<file path="src/rtl/trigger_pkg.sv">
// trigger_pkg: shared types and constants for the trigger controller slice.
// Contents: sample width, acquisition mode encodings, controller state enum.
// No logic; imported by the interface, detector and controller.
package trigger_pkg;

  localparam int SAMPLE_W = 12;

  typedef enum logic [1:0] {
    MODE_AUTO   = 2'd0,
    MODE_NORMAL = 2'd1,
    MODE_SINGLE = 2'd2,
    MODE_STOP   = 2'd3
  } trig_mode_t;

  typedef enum logic [2:0] {
    ST_IDLE,
    ST_PRE_FILL,
    ST_ARMED,
    ST_POST,
    ST_COPY_REQ,
    ST_COPY_WAIT,
    ST_HOLDOFF
  } trig_state_t;

endpackage

</file>
<file path="src/rtl/trigger_ctrl_if.sv">
// trigger_ctrl_if: sample stream, capture-buffer write port, snapshot handshake and status.
// Into the controller: sample_valid, sample, trig_level, trig_slope, mode, arm, copy_ready.
// Out of the controller: wr_en, wr_addr, wr_data, copy_req, trig_addr, triggered, auto_trig, busy.
interface trigger_ctrl_if #(
  parameter int DEPTH = 512
);
  import trigger_pkg::*;

  localparam int ADDR_W = $clog2(DEPTH);

  logic                sample_valid;
  logic [SAMPLE_W-1:0] sample;
  logic [SAMPLE_W-1:0] trig_level;
  logic                trig_slope;
  trig_mode_t          mode;
  logic                arm;
  logic                copy_ready;

  logic                wr_en;
  logic [ADDR_W-1:0]   wr_addr;
  logic [SAMPLE_W-1:0] wr_data;
  logic                copy_req;
  logic [ADDR_W-1:0]   trig_addr;
  logic                triggered;
  logic                auto_trig;
  logic                busy;

  // Environment side: drives the sample stream and controls, observes the controller.
  modport master (
    output sample_valid, sample, trig_level, trig_slope, mode, arm, copy_ready,
    input  wr_en, wr_addr, wr_data, copy_req, trig_addr, triggered, auto_trig, busy
  );

  // Controller side.
  modport slave (
    input  sample_valid, sample, trig_level, trig_slope, mode, arm, copy_ready,
    output wr_en, wr_addr, wr_data, copy_req, trig_addr, triggered, auto_trig, busy
  );

endinterface

</file>
<file path="src/rtl/trigger_detect.sv">
// trigger_detect: level/slope crossing detector against the previous valid sample.
// Latency: o_hit is combinational on the current sample; the previous sample is registered.
// Ports: i_clr drops the remembered sample, i_vld qualifies i_sample, o_hit flags a crossing.
module trigger_detect
  import trigger_pkg::*;
(
  input  logic                clk,
  input  logic                rst,
  input  logic                i_clr,
  input  logic                i_vld,
  input  logic [SAMPLE_W-1:0] i_sample,
  input  logic [SAMPLE_W-1:0] i_level,
  input  logic                i_slope,
  output logic                o_hit
);

  logic [SAMPLE_W-1:0] r_prev;
  logic                r_prev_vld;
  logic                w_rise;
  logic                w_fall;

  always_ff @(posedge clk) begin
    if (rst || i_clr) begin
      r_prev     <= '0;
      r_prev_vld <= 1'b0;
    end else if (i_vld) begin
      r_prev     <= i_sample;
      r_prev_vld <= 1'b1;
    end
  end

  assign w_rise = (r_prev < i_level) && (i_sample >= i_level);
  assign w_fall = (r_prev > i_level) && (i_sample <= i_level);
  // Without a remembered sample there is no edge to detect.
  assign o_hit  = i_vld && r_prev_vld && (i_slope ? w_fall : w_rise);

endmodule

</file>
<file path="src/rtl/trigger_ctrl.sv">
// trigger_ctrl: sequences one scope acquisition (pre-fill, arm, post, copy, holdoff) over a circular buffer.
// Latency: buffer write, triggered and trig_addr are registered 1 cycle after the sample; copy_req/busy decode state.
// Backpressure: none on samples (dropped outside acquisition states); copy waits on copy_ready low-then-high.
module trigger_ctrl
  import trigger_pkg::*;
#(
  parameter int DEPTH        = 512,
  parameter int PRE_LEN      = 128,
  parameter int AUTO_TIMEOUT = 4096,
  parameter int HOLDOFF      = 64
) (
  input  logic           clk,
  input  logic           rst,
  trigger_ctrl_if.slave  bus
);

  localparam int ADDR_W    = $clog2(DEPTH);
  localparam int CNT_W     = $clog2(AUTO_TIMEOUT + DEPTH + HOLDOFF) + 1;
  localparam int POST_LAST = DEPTH - PRE_LEN - 2;

  trig_state_t       r_state, w_state_nxt;
  logic [CNT_W-1:0]  r_cnt, w_cnt_nxt;
  logic              r_started, w_started_nxt;
  logic              w_fire, w_force;
  logic              w_acq, w_wr, w_hit;

  logic [ADDR_W-1:0]   r_ptr;
  logic                r_wr_en;
  logic [ADDR_W-1:0]   r_wr_addr;
  logic [SAMPLE_W-1:0] r_wr_data;
  logic                r_triggered;
  logic [ADDR_W-1:0]   r_trig_addr;
  logic                r_auto_trig;

  function automatic logic [CNT_W-1:0] sat_inc(input logic [CNT_W-1:0] v);
    return (&v) ? v : v + CNT_W'(1);
  endfunction

  assign w_acq = (r_state == ST_PRE_FILL) || (r_state == ST_ARMED) || (r_state == ST_POST);
  assign w_wr  = w_acq && bus.sample_valid;

  trigger_detect u_detect (
    .clk      (clk),
    .rst      (rst),
    .i_clr    (!w_acq),
    .i_vld    (w_wr),
    .i_sample (bus.sample),
    .i_level  (bus.trig_level),
    .i_slope  (bus.trig_slope),
    .o_hit    (w_hit)
  );

  always_ff @(posedge clk) begin
    if (rst) begin
      r_state   <= ST_IDLE;
      r_cnt     <= '0;
      r_started <= 1'b0;
    end else begin
      r_state   <= w_state_nxt;
      r_cnt     <= w_cnt_nxt;
      r_started <= w_started_nxt;
    end
  end

  always_comb begin
    w_state_nxt   = r_state;
    w_cnt_nxt     = r_cnt;
    w_started_nxt = r_started;
    w_fire        = 1'b0;
    w_force       = 1'b0;
    unique case (r_state)
      ST_IDLE: begin
        w_cnt_nxt     = '0;
        w_started_nxt = 1'b0;
        if (bus.mode == MODE_AUTO || bus.mode == MODE_NORMAL ||
            (bus.mode == MODE_SINGLE && bus.arm))
          w_state_nxt = ST_PRE_FILL;
      end
      ST_PRE_FILL: begin
        if (w_wr) begin
          if (r_cnt >= CNT_W'(PRE_LEN - 1)) begin
            w_state_nxt = ST_ARMED;
            w_cnt_nxt   = '0;
          end else begin
            w_cnt_nxt = sat_inc(r_cnt);
          end
        end
      end
      ST_ARMED: begin
        if (w_wr) begin
          if (w_hit) begin
            w_fire      = 1'b1;
            w_state_nxt = ST_POST;
            w_cnt_nxt   = '0;
          end else if (bus.mode == MODE_AUTO && r_cnt >= CNT_W'(AUTO_TIMEOUT - 1)) begin
            // Timeout sample becomes the trigger point; >= covers a late switch into auto mode.
            w_fire      = 1'b1;
            w_force     = 1'b1;
            w_state_nxt = ST_POST;
            w_cnt_nxt   = '0;
          end else begin
            w_cnt_nxt = sat_inc(r_cnt);
          end
        end
      end
      ST_POST: begin
        // The trigger sample was the first post sample, so count the remaining ones.
        if (w_wr) begin
          if (r_cnt >= CNT_W'(POST_LAST)) begin
            w_state_nxt = ST_COPY_REQ;
            w_cnt_nxt   = '0;
          end else begin
            w_cnt_nxt = sat_inc(r_cnt);
          end
        end
      end
      ST_COPY_REQ: begin
        w_state_nxt   = ST_COPY_WAIT;
        w_cnt_nxt     = '0;
        w_started_nxt = 1'b0;
      end
      ST_COPY_WAIT: begin
        if (r_started) begin
          if (bus.copy_ready) begin
            w_state_nxt = ST_HOLDOFF;
            w_cnt_nxt   = '0;
          end
        end else if (!bus.copy_ready) begin
          w_started_nxt = 1'b1;
        end else if (r_cnt >= CNT_W'(1)) begin
          // Ready never dropped within two cycles: the copy is taken as started and already done.
          w_state_nxt = ST_HOLDOFF;
          w_cnt_nxt   = '0;
        end else begin
          w_cnt_nxt = sat_inc(r_cnt);
        end
      end
      ST_HOLDOFF: begin
        if (r_cnt >= CNT_W'(HOLDOFF - 1)) begin
          w_cnt_nxt   = '0;
          w_state_nxt = (bus.mode == MODE_AUTO || bus.mode == MODE_NORMAL) ? ST_PRE_FILL : ST_IDLE;
        end else begin
          w_cnt_nxt = sat_inc(r_cnt);
        end
      end
      default: w_state_nxt = ST_IDLE;
    endcase
    // Stop aborts everything except a copy already handed to the snapshot block.
    if (bus.mode == MODE_STOP && r_state != ST_COPY_REQ && r_state != ST_COPY_WAIT) begin
      w_state_nxt = ST_IDLE;
      w_cnt_nxt   = '0;
      w_fire      = 1'b0;
      w_force     = 1'b0;
    end
  end

  // Write port and trigger-point bookkeeping; r_ptr is the address the next sample lands at.
  always_ff @(posedge clk) begin
    if (rst) begin
      r_ptr       <= '0;
      r_wr_en     <= 1'b0;
      r_wr_addr   <= '0;
      r_wr_data   <= '0;
      r_triggered <= 1'b0;
      r_trig_addr <= '0;
      r_auto_trig <= 1'b0;
    end else begin
      r_wr_en     <= w_wr;
      r_triggered <= w_fire;
      if (w_wr) begin
        r_wr_addr <= r_ptr;
        r_wr_data <= bus.sample;
        r_ptr     <= r_ptr + ADDR_W'(1);
      end
      if (w_fire) begin
        r_trig_addr <= r_ptr - ADDR_W'(PRE_LEN);
        r_auto_trig <= w_force;
      end
    end
  end

  assign bus.wr_en     = r_wr_en;
  assign bus.wr_addr   = r_wr_addr;
  assign bus.wr_data   = r_wr_data;
  assign bus.copy_req  = (r_state == ST_COPY_REQ);
  assign bus.trig_addr = r_trig_addr;
  assign bus.triggered = r_triggered;
  assign bus.auto_trig = r_auto_trig;
  assign bus.busy      = (r_state != ST_IDLE);

endmodule

</file>
<file path="src/flat_wrapper.sv">
// flat-port wrapper written by rule: the top's interface ports become plain ports
module trigger_ctrl_flat import trigger_pkg::*;
#(
  parameter int DEPTH        = 512,
  parameter int PRE_LEN      = 128,
  parameter int AUTO_TIMEOUT = 4096,
  parameter int HOLDOFF      = 64
)
  (clk, rst, bus_sample_valid, bus_sample, bus_trig_level, bus_trig_slope, bus_mode, bus_arm, bus_copy_ready, bus_wr_en, bus_wr_addr, bus_wr_data, bus_copy_req, bus_trig_addr, bus_triggered, bus_auto_trig, bus_busy);
  trigger_ctrl_if #(.DEPTH(DEPTH)) bus_i ();
  input  logic clk;
  input  logic rst;
  input wire logic [$bits(bus_i.sample_valid)-1:0] bus_sample_valid;
  input wire logic [$bits(bus_i.sample)-1:0] bus_sample;
  input wire logic [$bits(bus_i.trig_level)-1:0] bus_trig_level;
  input wire logic [$bits(bus_i.trig_slope)-1:0] bus_trig_slope;
  input wire logic [$bits(bus_i.mode)-1:0] bus_mode;
  input wire logic [$bits(bus_i.arm)-1:0] bus_arm;
  input wire logic [$bits(bus_i.copy_ready)-1:0] bus_copy_ready;
  output wire logic [$bits(bus_i.wr_en)-1:0] bus_wr_en;
  output wire logic [$bits(bus_i.wr_addr)-1:0] bus_wr_addr;
  output wire logic [$bits(bus_i.wr_data)-1:0] bus_wr_data;
  output wire logic [$bits(bus_i.copy_req)-1:0] bus_copy_req;
  output wire logic [$bits(bus_i.trig_addr)-1:0] bus_trig_addr;
  output wire logic [$bits(bus_i.triggered)-1:0] bus_triggered;
  output wire logic [$bits(bus_i.auto_trig)-1:0] bus_auto_trig;
  output wire logic [$bits(bus_i.busy)-1:0] bus_busy;
  assign bus_i.sample_valid = bus_sample_valid;
  assign bus_i.sample = bus_sample;
  assign bus_i.trig_level = bus_trig_level;
  assign bus_i.trig_slope = bus_trig_slope;
  assign bus_i.mode = bus_mode;
  assign bus_i.arm = bus_arm;
  assign bus_i.copy_ready = bus_copy_ready;
  assign bus_wr_en = bus_i.wr_en;
  assign bus_wr_addr = bus_i.wr_addr;
  assign bus_wr_data = bus_i.wr_data;
  assign bus_copy_req = bus_i.copy_req;
  assign bus_trig_addr = bus_i.trig_addr;
  assign bus_triggered = bus_i.triggered;
  assign bus_auto_trig = bus_i.auto_trig;
  assign bus_busy = bus_i.busy;
  trigger_ctrl #(.DEPTH(DEPTH), .PRE_LEN(PRE_LEN), .AUTO_TIMEOUT(AUTO_TIMEOUT), .HOLDOFF(HOLDOFF)) u_core (.clk(clk), .rst(rst), .bus(bus_i));
endmodule
</file>
<file path="config.mk">
export PLATFORM = sky130hd
export DESIGN_NAME = trigger_ctrl_flat
export DESIGN_NICKNAME = d
export VERILOG_FILES = /design/src/rtl/trigger_pkg.sv /design/src/rtl/trigger_ctrl_if.sv /design/src/rtl/trigger_detect.sv /design/src/rtl/trigger_ctrl.sv /design/src/flat_wrapper.sv
export SDC_FILE = /design/constraint.sdc
export NUM_CORES = 1
export LEC_CHECK = 0
export BUFFER_PORTS_ARGS = -buffer_cell sky130_fd_sc_hd__buf_2
export CAP_MARGIN = 0
export CORE_UTILIZATION = 56
export DETAILED_ROUTE_END_ITERATION = 6
export PLACE_DENSITY = 0.85
export REMOVE_ABC_BUFFERS = 1
export SYNTH_ARGS = -nofsm -noshare
export SYNTH_HDL_FRONTEND = slang
export SYNTH_SLANG_ARGS = --single-unit
</file>
<file path="constraint.sdc">
create_clock -name clk -period 2.9 [get_ports clk]
set_input_delay 0.29 -clock clk [delete_from_list [all_inputs] [get_ports clk]]
set_output_delay 0.29 -clock clk [all_outputs]
set_load 0.03 [all_outputs]
</file>
# ---- Yosys cells after proc, flatten, opt, wreduce, memory -nomap -nowiden
# Cells that the tools add are included.
# Widths: inputs -> output; s select.
dict set report classes {
  n_reduce_logical 25
  eq_ne 21
  n_mux 42
  magnitude_cmp 9
  n_addsub 3
}
# operator count
set op_table {}
lappend op_table {{$mux 14} 13}
lappend op_table {{$pmux 14 s6} 1}
lappend op_table {{$mux 3} 13}
lappend op_table {{$pmux 3 s7} 1}
lappend op_table {{$add 14x1->14 const B} 1}
lappend op_table {{$ge 14x1->1 const B} 1}
lappend op_table {{$ge 14x12->1 const B} 1}
lappend op_table {{$ge 14x6->1 const B} 1}
lappend op_table {{$ge 14x7->1 const B} 1}
lappend op_table {{$ge 14x9->1 const B} 1}
lappend op_table {{$reduce_and 14->1} 1}
lappend op_table {{$mux 1} 13}
lappend op_table {{$ge 12x12->1} 1}
lappend op_table {{$gt 12x12->1} 1}
lappend op_table {{$le 12x12->1} 1}
lappend op_table {{$lt 12x12->1} 1}
lappend op_table {{$ne 2x2->1 const B} 6}
lappend op_table {{$reduce_and 10->1} 1}
lappend op_table {{$add 9x1->9 const B} 1}
lappend op_table {{$eq 3x3->1 const B} 3}
lappend op_table {{$logic_and 1x1->1} 9}
lappend op_table {{$ne 3x3->1 const B} 3}
lappend op_table {{$sub 9x8->9 const B} 1}
lappend op_table {{$eq 3x2->1 const B} 2}
lappend op_table {{15 further kinds} 22}
dict set report totals {
  output_inout_bits 35
  regBits 73
  wordCells 112
}

# ---- Depth between registers and ports, before layout
dict set report depth {
  word_depth 10
  depth_mapped 12
  mapped_depth_nobuf 10
}

# ---- By module
# From an unflattened synthesis, not the netlist that was laid out.
dict set report hier_totals {
  cells_unflattened 461
  hier_area_um2 3941.3
}
# module instances seq_area_each_um2 cells_per_inst area_each_um2
set by_module_without_submodules {}
lappend by_module_without_submodules {trigger_ctrl 1 1201.2 345 2872.8}
lappend by_module_without_submodules {trigger_detect 1 260.2 116 1068.5}

# ---- Least setup slack after synthesis
# OpenSTA, ideal clock, no wires.
dict set report synth_timing {
  path_type {input to register}
  startpoint {in bus_trig_level[9]}
  endpoint {reg u_core.r_cnt[10]}
  setup_slack_ns 0.508
  cell_stages 11
  arrival_time_ns 2.270
  path_buffers 1
  path_cell_list {inv_1 > ha_1 > a21oi_2 > o21ai_2 > a2111oi_4 > a211oi_1 > or3_1 > a32o_1 > buf_6 > o21ai_4 > nor2_1}
}
dict set report synth_via {
  elab_chain_cells 7
  elab_cells_between_ends 11
  cone_classes {order compare: 4; mux: 4; reduce/logical: 3}
}
# element line_no
set synth_lines {}
lappend synth_lines {{start: declaration} flat_wrapper.sv:15} ;# input wire logic [$bits(bus_i.trig_level)-1:0] bus_trig_level;
lappend synth_lines {{$lt 12x12->1 (tied with other cells)} trigger_detect.sv:32} ;# assign w_rise = (r_prev < i_level) && (i_sample >= i_level);
lappend synth_lines {{$logic_and 1x1->1 (on tied branches)} {trigger_detect.sv:32, trigger_detect.sv:33}}
lappend synth_lines {{$mux 1 *} trigger_detect.sv:35} ;# assign o_hit = i_vld && r_prev_vld && (i_slope ? w_fall : w_rise);
lappend synth_lines {{$logic_and 1x1->1 *} trigger_detect.sv:35}
lappend synth_lines {{$mux 14 *} trigger_ctrl.sv:91} ;# if (w_hit) begin
lappend synth_lines {{$mux 14 *} trigger_ctrl.sv:90} ;# if (w_wr) begin
lappend synth_lines {{$pmux 14 s6 *} trigger_ctrl.sv:71} ;# unique case (r_state)
lappend synth_lines {{end signal: assignment} trigger_ctrl.sv:60} ;# r_cnt <= w_cnt_nxt;
lappend synth_lines {{end: declaration} trigger_ctrl.sv:22} ;# logic [CNT_W-1:0] r_cnt, w_cnt_nxt;
# Mark *: on every way between the ends. The rest lies on a longest branch, timed or not. The select of a mux whose other input is x is not followed.
# A chain may end at the register's enable or synchronous reset.

# ---- Worst setup path after layout
dict set report layout_timing {
  startpoint {reg u_core.u_detect.r_prev[1]}
  endpoint {reg u_core.r_cnt[13]}
}
dict set report layout_via {
  elab_chain_cells 7
  elab_cells_between_ends 9
  cone_classes {order compare: 2; mux: 4; reduce/logical: 3}
}
# element line_no
set layout_lines {}
lappend layout_lines {{start: declaration} trigger_detect.sv:17} ;# logic [SAMPLE_W-1:0] r_prev;
lappend layout_lines {{start signal: assignment} trigger_detect.sv:27} ;# r_prev <= i_sample;
lappend layout_lines {{$lt 12x12->1 / $gt 12x12->1 (equally long branches)} {trigger_detect.sv:32, trigger_detect.sv:33}}
lappend layout_lines {{$logic_and 1x1->1 (on tied branches)} {trigger_detect.sv:32, trigger_detect.sv:33}}
lappend layout_lines {{$mux 1 *} trigger_detect.sv:35}
lappend layout_lines {{$logic_and 1x1->1 *} trigger_detect.sv:35}
lappend layout_lines {{$mux 14 *} trigger_ctrl.sv:91}
lappend layout_lines {{$mux 14 *} trigger_ctrl.sv:90}
lappend layout_lines {{$pmux 14 s6 *} trigger_ctrl.sv:71}
# Marked as above.

==> impl_metrics.json <==
{
  "yosysWarnings": 0,
  "ys.flop_type": "dfxtp_1",
  "setup_viol": 0,
  "arrival_ns": 2.93,
  "fp.dieW_um": 83.6,
  "start_util_pct": 58.4,
  "antenna_cells": 0,
  "cp_max_fo": 9,
  "hold_buffers": 0,
  "wl_um": 8800,
  "synth_top_cell_area_share_pct": 39.2,
  "synth_area_leaders": "dfxtp_1, ha_1, nand2_1",
  "layout_commonest_cell": "nand2_1",
  "syn_area_mm2": 0.00373,
  "antenna_found_initial": 0,
  "start_kind": "flop",
  "stdcell_count": 595,
  "hold_slack_ns": 0.152,
  "final.min_clock_period_ns": 2.64,
  "vias_per_cell": 5.86,
  "reg2reg_depth": 9,
  "clock_latency_ns": 0.36,
  "post_drt_wl_per_cell_um": 14.8,
  "overflow": 0,
  "ys_types": 56,
  "finClkSkew_ns": 0.0132,
  "io_pins": 67,
  "relSlewSlack_pct": 54.5,
  "clk_path_buf_depth": 2,
  "cts_max_level": 3,
  "status": "finished clean",
  "cap_violations": 0,
  "dp_hpwl_um": 6360,
  "grt_pass1_wl_um": 14700,
  "min_to": "u_core.u_detect.r_prev_vld",
  "antenna_left": 0,
  "fmax_mhz": 379,
  "post_cts_buffers": 0,
  "vias": 3489,
  "layout.nets": 574,
  "rows": 29,
  "die_area_mm2": 0.00699,
  "design.core.area_mm2": 0.00639,
  "fin_setup_tns_ns": 0,
  "crit_type": "reg -> reg",
  "min_period_over_period_pct": 91.0,
  "leakage_nw": 1.79,
  "cts_inserted_buffers": 9,
  "ys_async_sr_fraction_pct": 0,
  "min_path_type": "in -> reg",
  "cts_resized": 0,
  "rsz0062_at_grt": "no",
  "worstReg2RegEnd": "u_core.r_cnt[13]",
  "worst_pin_slew_ns": 0.682,
  "min_from": "bus_sample_valid",
  "fillCellCount": 517,
  "ys_seq_area_share_pct": 39.2,
  "multi_input_area_mm2": 0.00210,
  "reg2reg_slack_ns": 0.26,
  "critical_path_required_ns": 3.19,
  "path_clk_slew_ns": 0.08,
  "first_pass_iters": 5,
  "area.sequential_mm2": 0.00146,
  "cts_root_buffer": "clkbuf_8",
  "report.final.slew_viol_count": 0,
  "synthCells": 448,
  "power.density_mw_per_mm2": 603,
  "dp_cells": 579,
  "drive_gt1_share_pct": 20.3,
  "drc": 0,
  "hold_violations": 0,
  "synth_top_area_cell": "dfxtp_1",
  "most-common-layout-cells": "nand2_1, dfxtp_1, buf_2, a21oi_1, nor2_1",
  "final_core_utilization_pct": 68.0,
  "cts_tree": "yes",
  "grt_pass1_vias": 3309,
  "first_iter_violations": 240,
  "grtUsageTotal_pct": 25.8,
  "min_path_cells": 3,
  "synthToLayoutAreaGrowth_pct": 16.4,
  "die_h_um": 83.6,
  "ir_drop_mv": 0.428,
  "endpoint_kind": "flop",
  "grt_max_degree": 41,
  "clock_sinks": 73,
  "gp_congestion": 0.890,
  "port_buffers": 66,
  "timing.rr.start": "u_core.u_detect.r_prev[1]",
  "syn_avg_cell_area_um2": 8.33,
  "synth_edf_count": 0,
  "synth-seq-cells": 73
}
==> critical path: stages, from the launching register on <==
cell and delay, ns:
dfxtp_1 0.34, ha_1 0.28, nor2b_1 0.13, o211ai_1 0.14, a21oi_1 0.08, a2111oi_1 0.56
or3_1 0.24, a32o_1 0.41, o31ai_1 0.16, a211oi_2 0.22
==> per-layer routing <==
metal / part of all wire (%) / global-route usage, %
met1: 42 / 31.1
met5: 0 / 0
met2: 50 / 43.8
met4: 2.2 / 12.9
met3: 5.6 / 4.75
==> cell usage after synthesis (2+ instances only) <==
cell	number
xor2_1	10
o211ai_1	4
clkbuf_1	16
a21oi_1	49
a21o_1	4
a211oi_2	2
a31o_2	2
and3_1	5
xnor2_1	4
ha_1	29
nor2b_1	5
dfxtp_1	73
a31oi_1	4
nand2b_1	2
inv_1	20
nor2_1	39
nand3_1	14
nand4_1	18
nor3_1	3
nand2_1	74
mux2i_1	9
nor4_1	4
buf_2	2
or3_1	6
o21ai_0	9
a41oi_1	3
a21oi_2	3
a32oi_1	2
a211oi_1	5
o31ai_1	2
==> final cells by class <==
| type | count | area share [%] |
|---|---|---|
| multi-input cells | 334 | 48.5 |
| flip-flops and latches | 73 | 33.7 |
| repair buffers | 75 | 9.16 |
| clock buffers | 9 | 2.85 |
| well taps | 77 | 2.22 |
| clock inverters | 7 | 1.93 |
| inverters | 20 | 1.73 |
==> state kept, by name, indices dropped and copies added, names as in the netlist <==
name and flops:
u_core.u_detect.r_prev_vld 1, u_core.bus.wr_en 1, u_core.r_cnt 14, u_core.bus.wr_addr 9, u_core.r_ptr 9, u_core.bus.auto_trig 1, u_core.bus.wr_data 12, u_core.bus.trig_addr 9
u_core.bus.triggered 1, u_core.r_state 3, u_core.r_started 1, u_core.u_detect.r_prev 12
==> report_power, final <==
group	leakage (nW)	switching, mW	internal, mW
registers	0.589	0.0507	1.05
clock network	0.103	0.434	0.414
logic	1.10	0.454	0.211
==> metrics by stage <==
step / setup WS (ns) / area (um^2) / power [mW]
floorplan: -0.135 / 3640 / 1.56
global placement: 0.253 / 4140 / 1.77
detailed placement: 0.158 / 4140 / 1.78
CTS: 0.256 / 4340 / 2.62
global route: 0.0568 / 4340 / 2.75
finish: 0.262 / 4340 / 2.62
==> cells by family after synthesis <==
family	Yosys count	share of synthesized area (%)
and+or+nand+nor	179	22.5
AOI/OAI and AO/OA	103	18.4
xor gates and xnor gates	14	3.29
buffers and inverters	41	4.50
adders and majority gates	29	9.73
muxes	9	2.42
DFF	73	39.2
==> worst max-delay path by stage <==
stage                                    from                       to  slack, ns  cells after the start
floorplan                   u_core.r_state[0]  u_core.bus.trig_addr[0]      -0.14                      7
global placement            bus_trig_level[1]         u_core.r_cnt[13]       0.25                     11
detailed placement          bus_trig_level[1]         u_core.r_cnt[13]       0.16                     11
CTS                 u_core.u_detect.r_prev[1]         u_core.r_cnt[13]       0.26                      9
global route        u_core.u_detect.r_prev[1]         u_core.r_cnt[13]       0.06                      9
finish              u_core.u_detect.r_prev[1]         u_core.r_cnt[13]       0.26                      9
Power figures use the tool's default switching activity.
